`src/rtl/j1_io_responder.sv`:
```
// I/O-window responder for the j1 data bus: UART-TX with a byte FIFO, GPIO and a
// free-running tick counter, all decoded inside 0xF000-0xF00F.
module j1_io_responder #(
  parameter int          CLKS_PER_BIT = 217,
  parameter int          FIFO_DEPTH   = 8,
  parameter logic [15:0] GPIO_RESET   = 16'h0000
) (
  input  logic        clk,
  input  logic        reset,
  input  logic [15:0] mem_addr,
  input  logic        mem_wr,
  input  logic [15:0] dout,
  output logic [15:0] din,
  output logic        io_sel,
  output logic        uart_tx,
  input  logic [15:0] gpio_in,
  output logic [15:0] gpio_out
);

  localparam int PW = $clog2(FIFO_DEPTH);
  localparam int CW = PW + 1;
  localparam int TW = (CLKS_PER_BIT > 2) ? $clog2(CLKS_PER_BIT) : 1;

  typedef enum logic [1:0] {IDLE, START, DATA, STOP} tx_state_t;

  tx_state_t       state;
  logic [7:0]      fifo_mem [FIFO_DEPTH];
  logic [PW-1:0]   wr_ptr, rd_ptr;
  logic [CW-1:0]   count;
  logic [TW-1:0]   clk_cnt;
  logic [2:0]      bit_idx;
  logic [7:0]      shift;
  logic [15:0]     ticks;
  logic [15:0]     sync1, sync2;
  logic            ovf;

  logic [2:0] idx;
  logic       wr, full, busy, pop, push_req, push_ok, bit_end, unused_addr_lsb;

  assign io_sel          = (mem_addr[15:4] == 12'hF00);
  assign idx             = mem_addr[3:1];
  assign unused_addr_lsb = mem_addr[0];
  assign wr              = mem_wr & io_sel;
  assign full            = (count == CW'(FIFO_DEPTH));
  assign busy            = (count != '0) | (state != IDLE);
  assign bit_end         = (clk_cnt == TW'(CLKS_PER_BIT - 1));
  // The serializer takes the head byte when idle, or at the last clock of a stop bit.
  assign pop             = (count != '0) & ((state == IDLE) | ((state == STOP) & bit_end));
  assign push_req        = wr & (idx == 3'd0);
  assign push_ok         = push_req & (~full | pop);

  always_comb begin
    din = 16'h0000;
    if (io_sel) begin
      case (idx)
        3'd1:    din = {13'b0, ovf, full, busy};
        3'd2:    din = gpio_out;
        3'd3:    din = sync2;
        3'd4:    din = ticks;
        default: din = 16'h0000;
      endcase
    end
  end

  always_ff @(posedge clk) begin
    if (reset) begin
      gpio_out <= GPIO_RESET;
      ticks    <= 16'h0000;
      sync1    <= 16'h0000;
      sync2    <= 16'h0000;
      ovf      <= 1'b0;
    end else begin
      sync1 <= gpio_in;
      sync2 <= sync1;
      if (wr && idx == 3'd2) gpio_out <= dout;
      if (wr && idx == 3'd4) ticks <= dout;
      else                   ticks <= ticks + 16'd1;
      // A dropped push outranks a clear arriving in the same cycle.
      if (push_req && !push_ok)   ovf <= 1'b1;
      else if (wr && idx == 3'd1) ovf <= 1'b0;
    end
  end

  always_ff @(posedge clk) begin
    if (reset) begin
      wr_ptr <= '0;
      rd_ptr <= '0;
      count  <= '0;
    end else begin
      if (push_ok) begin
        fifo_mem[wr_ptr] <= dout[7:0];
        wr_ptr           <= wr_ptr + PW'(1);
      end
      if (pop) rd_ptr <= rd_ptr + PW'(1);
      if (push_ok && !pop)      count <= count + CW'(1);
      else if (!push_ok && pop) count <= count - CW'(1);
    end
  end

  always_ff @(posedge clk) begin
    if (reset) begin
      state   <= IDLE;
      uart_tx <= 1'b1;
      clk_cnt <= '0;
      bit_idx <= 3'd0;
      shift   <= 8'h00;
    end else begin
      case (state)
        IDLE: begin
          uart_tx <= 1'b1;
          if (pop) begin
            shift   <= fifo_mem[rd_ptr];
            clk_cnt <= '0;
            uart_tx <= 1'b0;
            state   <= START;
          end
        end
        START: begin
          if (bit_end) begin
            clk_cnt <= '0;
            bit_idx <= 3'd0;
            uart_tx <= shift[0];
            shift   <= {1'b0, shift[7:1]};
            state   <= DATA;
          end else clk_cnt <= clk_cnt + TW'(1);
        end
        DATA: begin
          if (bit_end) begin
            clk_cnt <= '0;
            if (bit_idx == 3'd7) begin
              uart_tx <= 1'b1;
              state   <= STOP;
            end else begin
              bit_idx <= bit_idx + 3'd1;
              uart_tx <= shift[0];
              shift   <= {1'b0, shift[7:1]};
            end
          end else clk_cnt <= clk_cnt + TW'(1);
        end
        STOP: begin
          if (bit_end) begin
            clk_cnt <= '0;
            if (pop) begin
              shift   <= fifo_mem[rd_ptr];
              uart_tx <= 1'b0;
              state   <= START;
            end else state <= IDLE;
          end else clk_cnt <= clk_cnt + TW'(1);
        end
        default: state <= IDLE;
      endcase
    end
  end

endmodule

```
`config.mk`:
```
export PLATFORM = sky130hd
export DESIGN_NAME = j1_io_responder
export DESIGN_NICKNAME = d
export VERILOG_FILES = /design/src/rtl/j1_io_responder.sv
export SDC_FILE = /design/constraint.sdc
export NUM_CORES = 1
export LEC_CHECK = 0
export CORE_MARGIN = 2
export CORE_UTILIZATION = 31
export CTS_CLUSTER_SIZE = 40
export DETAILED_ROUTE_END_ITERATION = 10
export GPL_TIMING_DRIVEN = 0
export HOLD_SLACK_MARGIN = 0.06
export SKIP_LAST_GASP = 1
export SLEW_MARGIN = 20
export SYNTH_ARGS = -nofsm -noshare
export SYNTH_HDL_FRONTEND = slang
export SYNTH_SLANG_ARGS = --single-unit
```
`constraint.sdc`:
```
create_clock -name clk -period 3.9 [get_ports clk]
set_clock_uncertainty 0.2 [all_clocks]
set_input_delay 0.39 -clock clk [delete_from_list [all_inputs] [get_ports clk]]
set_output_delay 0.39 -clock clk [all_outputs]
set_load 0.1 [all_outputs]
```
Yosys cells after proc, flatten, opt, wreduce, memory -nomap -nowiden
Memories as Yosys holds them, arrays and structs flattened. A register that Yosys moved wholly into a read port is not among the register bits.
Index checks and enable logic that the tools add are counted.
- input bits: 51
- output and inout bits: 34
- memories: 1
- RAM bits: 64
- logic and storage cells: 107
- register bits after elaboration: 97
- memory list (name ; depth ; width ; read ports ; clocked after Yosys merged registers in ; wr ports ; line ; text):
    fifo_mem ; 8 ; 8 ; 1 ; 1 ; 1 ; 27 ; logic [7:0] fifo_mem [FIFO_DEPTH];
- add/subtract/negate cells: 7
- multiplexer cells: 39
- eq/ne operators: 18
- bitwise operators: 9
- reductions and logical operators: 20
- operator list (cell ; count):
    one-hot mux 16 bit (4 select lines) ; 1
    2-to-1 mux 8 bit ; 7
    2-to-1 mux 16 bit ; 2
    one-hot mux 8 bit (4 select lines) ; 1
    adder 16 x 1 -> 16 bit, second input constant ; 1
    one-hot mux 8 bit (2 select lines) ; 1
    2-to-1 mux 3 bit ; 5
    inequality test 2 bit, second input constant ; 7
    equality test 12 bit, second input constant ; 1
    2-to-1 mux 1 bit ; 12
    AND reduction 4 bit ; 3
    2-to-1 mux 2 bit ; 5
    adder 3 x 1 -> 3 bit, second input constant ; 3
    adder 8 x 1 -> 8 bit, second input constant ; 1
    equality test 8 bit, second input constant ; 1
    2-to-1 mux 4 bit ; 2
    one-hot mux 2 bit (4 select lines) ; 1
    nonzero test 2 bit ; 4
    equality test 3 x 2 -> 1 bit, second input constant ; 2
    equality test 3 bit, second input constant ; 2
    logical AND 1 bit ; 6
    one-hot mux 3 bit (2 select lines) ; 1
    AND 1 bit ; 5
    AND reduction 5 bit ; 1
    14 further kinds ; 18

Logic depth before layout (Yosys ltp)
- word-level depth: 10
- depth in mapped cells: 14
- gate-level depth less buffers: 14

Worst setup path after synthesis
Ideal clock, no wire load.
- kind: in2out
- from: input port mem_addr[5]
- to: output port din[10]
- path buffers: 1
- slack: -0.752 ns
- data required time: 3.310 ns
- stages on the path: 6
- data arrival time: 4.062 ns
- cell sequence: nor4_4 > nand2_1 > nor2_1 > nand3_1 > clkbuf_1 > nor2_1
- longest elaborated chain between the ends: 2
- ends and longest elaborated chain (what ; line ; text):
    start, declared ; 10 ; input logic [15:0] mem_addr,
    equality test 12 bit ; 40 ; assign io_sel = (mem_addr[15:4] == 12'hF00);
    named net io_sel ; 14 ; output logic io_sel,
    2-to-1 mux 16 bit ; 54 ; if (io_sel) begin
    end, declared ; 13 ; output logic [15:0] din,
The timed path passes the listed nets, and every way through them passes these cells.

Worst setup path after layout
- from: input port mem_addr[2]
- to: output port din[15]
- longest elaborated chain between the ends: 3
- elaborated cells on any way between the ends: 6
- classes of those cells: 4 x eq/ne; 2 x mux
- ends and longest elaborated chain (what ; line ; text):
    equality test 3 bit, or another cell as far along ; 55 ; case (idx)
    one-hot mux 16 bit (4 select lines) (*) ; 55 ;
    2-to-1 mux 16 bit (*) ; 54 ;
Every way passes the cells marked *; elsewhere a longest branch is shown, timed or not.

==> metrics.txt <==
# TYPE chip_impl_metric gauge
chip_impl_metric{name="cts_inserted_buffers",unit=""} 17
chip_impl_metric{name="port_buffers",unit=""} 82
chip_impl_info{name="dr.max_layer_used",value="met4"} 1
chip_impl_metric{name="totalWireLength",unit="um"} 16800
chip_impl_metric{name="clkSinkCount",unit=""} 164
chip_impl_metric{name="timing_worst_slew_pin_value",unit="ns"} 1.02
chip_impl_metric{name="dp_cells",unit=""} 1007
chip_impl_metric{name="gp_routability_congestion",unit=""} 0.800
chip_impl_metric{name="cts.htree.levels",unit=""} 4
chip_impl_metric{name="floorplan.rows",unit=""} 55
chip_impl_metric{name="clk_latency",unit="ns"} 0.43
chip_impl_metric{name="cap_violations",unit=""} 0
chip_impl_metric{name="detailroute.wirelength.met2",unit="um"} 7910
chip_impl_metric{name="synthToLayoutAreaGrowth",unit="%"} 24.9
chip_impl_info{name="regToRegStartpoint",value="count[0]$_SDFFE_PP0P_"} 1
chip_impl_metric{name="synthCells",unit=""} 634
chip_impl_info{name="cts_tree",value="done"} 1
chip_impl_metric{name="maxClockFrequency",unit="MHz"} 266
chip_impl_metric{name="vdd_ir_drop_max",unit="mV"} 0.306
chip_impl_info{name="cp-end-kind",value="primary output"} 1
chip_impl_metric{name="gr_util_all_layers",unit="%"} 14.5
chip_impl_metric{name="critical_path_arrival",unit="ns"} 3.17
chip_impl_metric{name="drive_gt1_share",unit="%"} 12.9
chip_impl_metric{name="floorplan.die_area",unit="mm^2"} 0.0242
chip_impl_metric{name="initial_cell_density_of_the_core",unit="%"} 31.5
chip_impl_metric{name="drtAntennaViolNets",unit=""} 0
chip_impl_metric{name="hold_viol_final",unit=""} 0
chip_impl_info{name="rsz_0062_raised_after_global_routing",value="false"} 1
chip_impl_metric{name="yosysTopAreaCellShare",unit="%"} 28.1
chip_impl_metric{name="count_of_flip_flops_with_a_built_in_enable_after_synthesis",unit=""} 64
chip_impl_metric{name="pin_count",unit=""} 85
chip_impl_metric{name="floorplan.die.width",unit="um"} 156
chip_impl_info{name="clock-root-buffer",value="sky130_fd_sc_hd__clkbuf_16"} 1
chip_impl_metric{name="yosys.cell_types.count",unit=""} 57
chip_impl_metric{name="drtPass1Iterations",unit=""} 4
chip_impl_metric{name="final_nets",unit=""} 808
chip_impl_metric{name="slew_violations",unit=""} 0
chip_impl_metric{name="power.leakage",unit="nW"} 3.19
chip_impl_metric{name="hold_slack",unit="ns"} 0.234
chip_impl_info{name="worst_setup_path_class",value="in2out"} 1
chip_impl_metric{name="post-route-period-util",unit="%"} 96.5
chip_impl_metric{name="grt_antenna_before_repair",unit=""} 0
chip_impl_metric{name="ys_async_sr_fraction",unit="%"} 0
chip_impl_metric{name="hpwlAfterDp",unit="um"} 12300
chip_impl_metric{name="avgRoutedWirePerCell",unit="um"} 16.2
chip_impl_metric{name="finalCriticalPeriod",unit="ns"} 3.76
chip_impl_info{name="regToRegEndpoint",value="count[3]$_SDFFE_PP0P_"} 1
chip_impl_metric{name="fin_cells",unit=""} 1039
chip_impl_metric{name="die-height",unit="um"} 156
chip_impl_info{name="outcome",value="finished clean"} 1
chip_impl_metric{name="detailroute.via_count",unit=""} 5076
chip_impl_metric{name="drcViolationCount",unit=""} 0
chip_impl_metric{name="grt_start_max_net_pins",unit=""} 17
chip_impl_metric{name="max_slew_margin",unit="%"} 31.5
chip_impl_metric{name="post_drt_via_cell_ratio",unit=""} 4.89
chip_impl_metric{name="grt_pass1_wl",unit="um"} 27000
chip_impl_metric{name="layout.core_utilization",unit="%"} 39.4
chip_impl_info{name="timing.hold.worst.class",value="reg2reg"} 1
chip_impl_metric{name="cts.clk_slew.worst_paths",unit="ns"} 0.06
chip_impl_metric{name="setup_viol",unit=""} 0
chip_impl_metric{name="synth_area",unit="mm^2"} 0.00713
chip_impl_metric{name="globalRouteOverflowTotal",unit=""} 0
chip_impl_metric{name="wl_met3",unit="um"} 1020
chip_impl_info{name="top_cells_by_area_synth",value="sky130_fd_sc_hd__dfxtp_1, sky130_fd_sc_hd__edfxtp_1, sky130_fd_sc_hd__nor2_1, sky130_fd_sc_hd__mux2i_1, sky130_fd_sc_hd__nor2b_1"} 1
chip_impl_metric{name="m1WireLength",unit="um"} 7690
chip_impl_metric{name="placeable_area",unit="mm^2"} 0.0226
chip_impl_metric{name="worst-r2r-setup-slack",unit="ns"} 0.32
chip_impl_info{name="cp_startpoint_kind",value="input pin"} 1
chip_impl_metric{name="yosys_register_bits",unit=""} 164
chip_impl_metric{name="num-fill-cells",unit=""} 2198
chip_impl_info{name="synth_largest_area_cell",value="sky130_fd_sc_hd__dfxtp_1"} 1
chip_impl_metric{name="synth_nets",unit=""} 701
chip_impl_metric{name="worst-endpoint-required",unit="ns"} 3.31
chip_impl_info{name="mostFrequentLayoutCell",value="sky130_fd_sc_hd__nor2_1"} 1
chip_impl_metric{name="p_per_area",unit="mW/mm^2"} 518
chip_impl_info{name="setup.worst_path.start",value="mem_addr[2]"} 1
chip_impl_metric{name="yosysWarningCount",unit=""} 0
chip_impl_info{name="worstSetupEndpoint",value="din[15]"} 1
chip_impl_metric{name="detailed_route_iter0_violations",unit=""} 244
chip_impl_info{name="synth-main-ff-cell",value="sky130_fd_sc_hd__dfxtp_1"} 1
chip_impl_metric{name="worstRegToRegCells",unit=""} 11
chip_impl_metric{name="worstPathMaxFanout",unit=""} 10
chip_impl_metric{name="clk_path_buf_depth",unit=""} 2
chip_impl_metric{name="first_global_vias",unit=""} 4983
chip_impl_info{name="layout_common_cells",value="sky130_fd_sc_hd__nor2_1, sky130_fd_sc_hd__dfxtp_1, sky130_fd_sc_hd__clkdlybuf4s50_1"} 1
chip_impl_metric{name="post_synth.cell_area_avg",unit="um^2"} 11.3
chip_impl_metric{name="yosysSeqAreaShare",unit="%"} 55.0
chip_impl_metric{name="n_antenna_cell",unit=""} 0
through the flow:
step           instance area (um^2)  setup slack [ns]  total power [mW]  setup TNS [ns]
2_1_floorplan                  7140            -0.188              2.79           -1.88
3_3_place_gp                   8310            -0.742              3.08          -21.61
6_report                       8910             0.137              4.61               0
4_1_cts                        8930           -0.0578              4.65         -0.0578
5_1_grt                        8910            0.0202              4.88               0
3_5_place_dp                   8390            -0.315              3.10           -2.71
repair_timing:
action | CTS | global route
setup buffers | 0 | 0
gates resized for setup | 18 | 17
hold buffers | 0 | 0
endpoints found under the setup margin | 11 | 12
pin swaps | 0 | 0
cells by family (layout without fill, tap and decap cells):
group | Yosys count | after routing | share of synthesized area [%]
AO/OA/AOI/OAI | 106 | 106 | 11.3
XOR/XNOR | 21 | 21 | 2.58
adder cells (fa/ha/maj) | 16 | 16 | 2.91
buffers and inverters | 48 | 168 | 2.98
flip-flops | 164 | 164 | 55.0
multiplexers | 46 | 46 | 8.05
AND/OR/NAND/NOR | 233 | 233 | 17.1
state kept, by name, summed over array words and instances, names as in the netlist, named ones only:
name	flops
state	2
clk_cnt	8
uart_tx	1
shift	8
sync1	16
count	4
wr_ptr	3
rd_ptr	3
ticks	16
fifo_mem	64
ovf	1
sync2	16
bit_idx	3
gpio_out	16
Yosys cell counts, types with 5 or more instances:
master                     instances
sky130_fd_sc_hd__buf_1             7
sky130_fd_sc_hd__edfxtp_1         64
sky130_fd_sc_hd__nor3_1            9
sky130_fd_sc_hd__nand4_1           8
sky130_fd_sc_hd__clkbuf_1         22
sky130_fd_sc_hd__o21ai_0          10
sky130_fd_sc_hd__or3_1             5
sky130_fd_sc_hd__a21oi_1          30
sky130_fd_sc_hd__xnor2_1          10
sky130_fd_sc_hd__dfxtp_1         100
sky130_fd_sc_hd__nor2_1          104
sky130_fd_sc_hd__nor2b_1          36
sky130_fd_sc_hd__a22oi_1          17
sky130_fd_sc_hd__ha_1             15
sky130_fd_sc_hd__mux2i_1          36
sky130_fd_sc_hd__buf_2             5
sky130_fd_sc_hd__a221oi_1         14
sky130_fd_sc_hd__nand3_1           8
sky130_fd_sc_hd__nand2b_1          8
sky130_fd_sc_hd__xor2_1           11
sky130_fd_sc_hd__nand2_1          18
sky130_fd_sc_hd__inv_1            10
sky130_fd_sc_hd__a211oi_2         16
sky130_fd_sc_hd__and3_1            6
sky130_fd_sc_hd__mux4_2            9
per-layer routing:
| metal | GRT usage [%] | up-vias |
|---|---|---|
| met5 | 0 | - |
| met4 | 4.11 | 0 |
| met3 | 4.69 | 13 |
| met2 | 23.4 | 120 |
| met1 | 18.6 | 2427 |
| li1 | - | 2516 |
report_power, final:
group	switching, mW	internal (mW)	total [mW]
logic	0.639	0.458	1.10
registers	0.0783	1.88	1.96
clock network	0.727	0.830	1.56
total	1.44	3.17	4.61
critical path, stage by stage:
cell and delay [ns]:
sky130_fd_sc_hd__clkdlybuf4s50_1 0.47, sky130_fd_sc_hd__clkbuf_1 0.23, sky130_fd_sc_hd__nor2b_1 0.45, sky130_fd_sc_hd__a22oi_1 0.19, sky130_fd_sc_hd__nor2_1 0.13, sky130_fd_sc_hd__a21oi_1 0.05, sky130_fd_sc_hd__nor2_1 0.08, sky130_fd_sc_hd__clkdlybuf4s50_1 1.17
how the worst min path moves through the flow:
stage          depth (start not counted)            startpoint                    to
2_1_floorplan                          1   sync1[0]$_SDFF_PP0_   sync2[0]$_SDFF_PP0_
3_3_place_gp                           1  sync1[10]$_SDFF_PP0_  sync2[10]$_SDFF_PP0_
3_5_place_dp                           1   sync1[6]$_SDFF_PP0_   sync2[6]$_SDFF_PP0_
4_1_cts                                1   sync1[6]$_SDFF_PP0_   sync2[6]$_SDFF_PP0_
5_1_grt                                1  sync1[10]$_SDFF_PP0_  sync2[10]$_SDFF_PP0_
6_report                               1  sync1[11]$_SDFF_PP0_  sync2[11]$_SDFF_PP0_
layout make-up:
cell class                      instances  area (um^2)  area share [%]
Sequential cell                       164         3920            44.0
Multi-Input combinational cell        422         3040            34.2
Timing Repair Buffer                   88          828            9.30
Buffer                                 38          175            1.97
Inverter                               10         37.5           0.421
Clock buffer                           17          425            4.77
Clock inverter                         15          120            1.35
Tap cell                              285          357            4.00
Note: power is estimated with default switching activity, not from simulation.
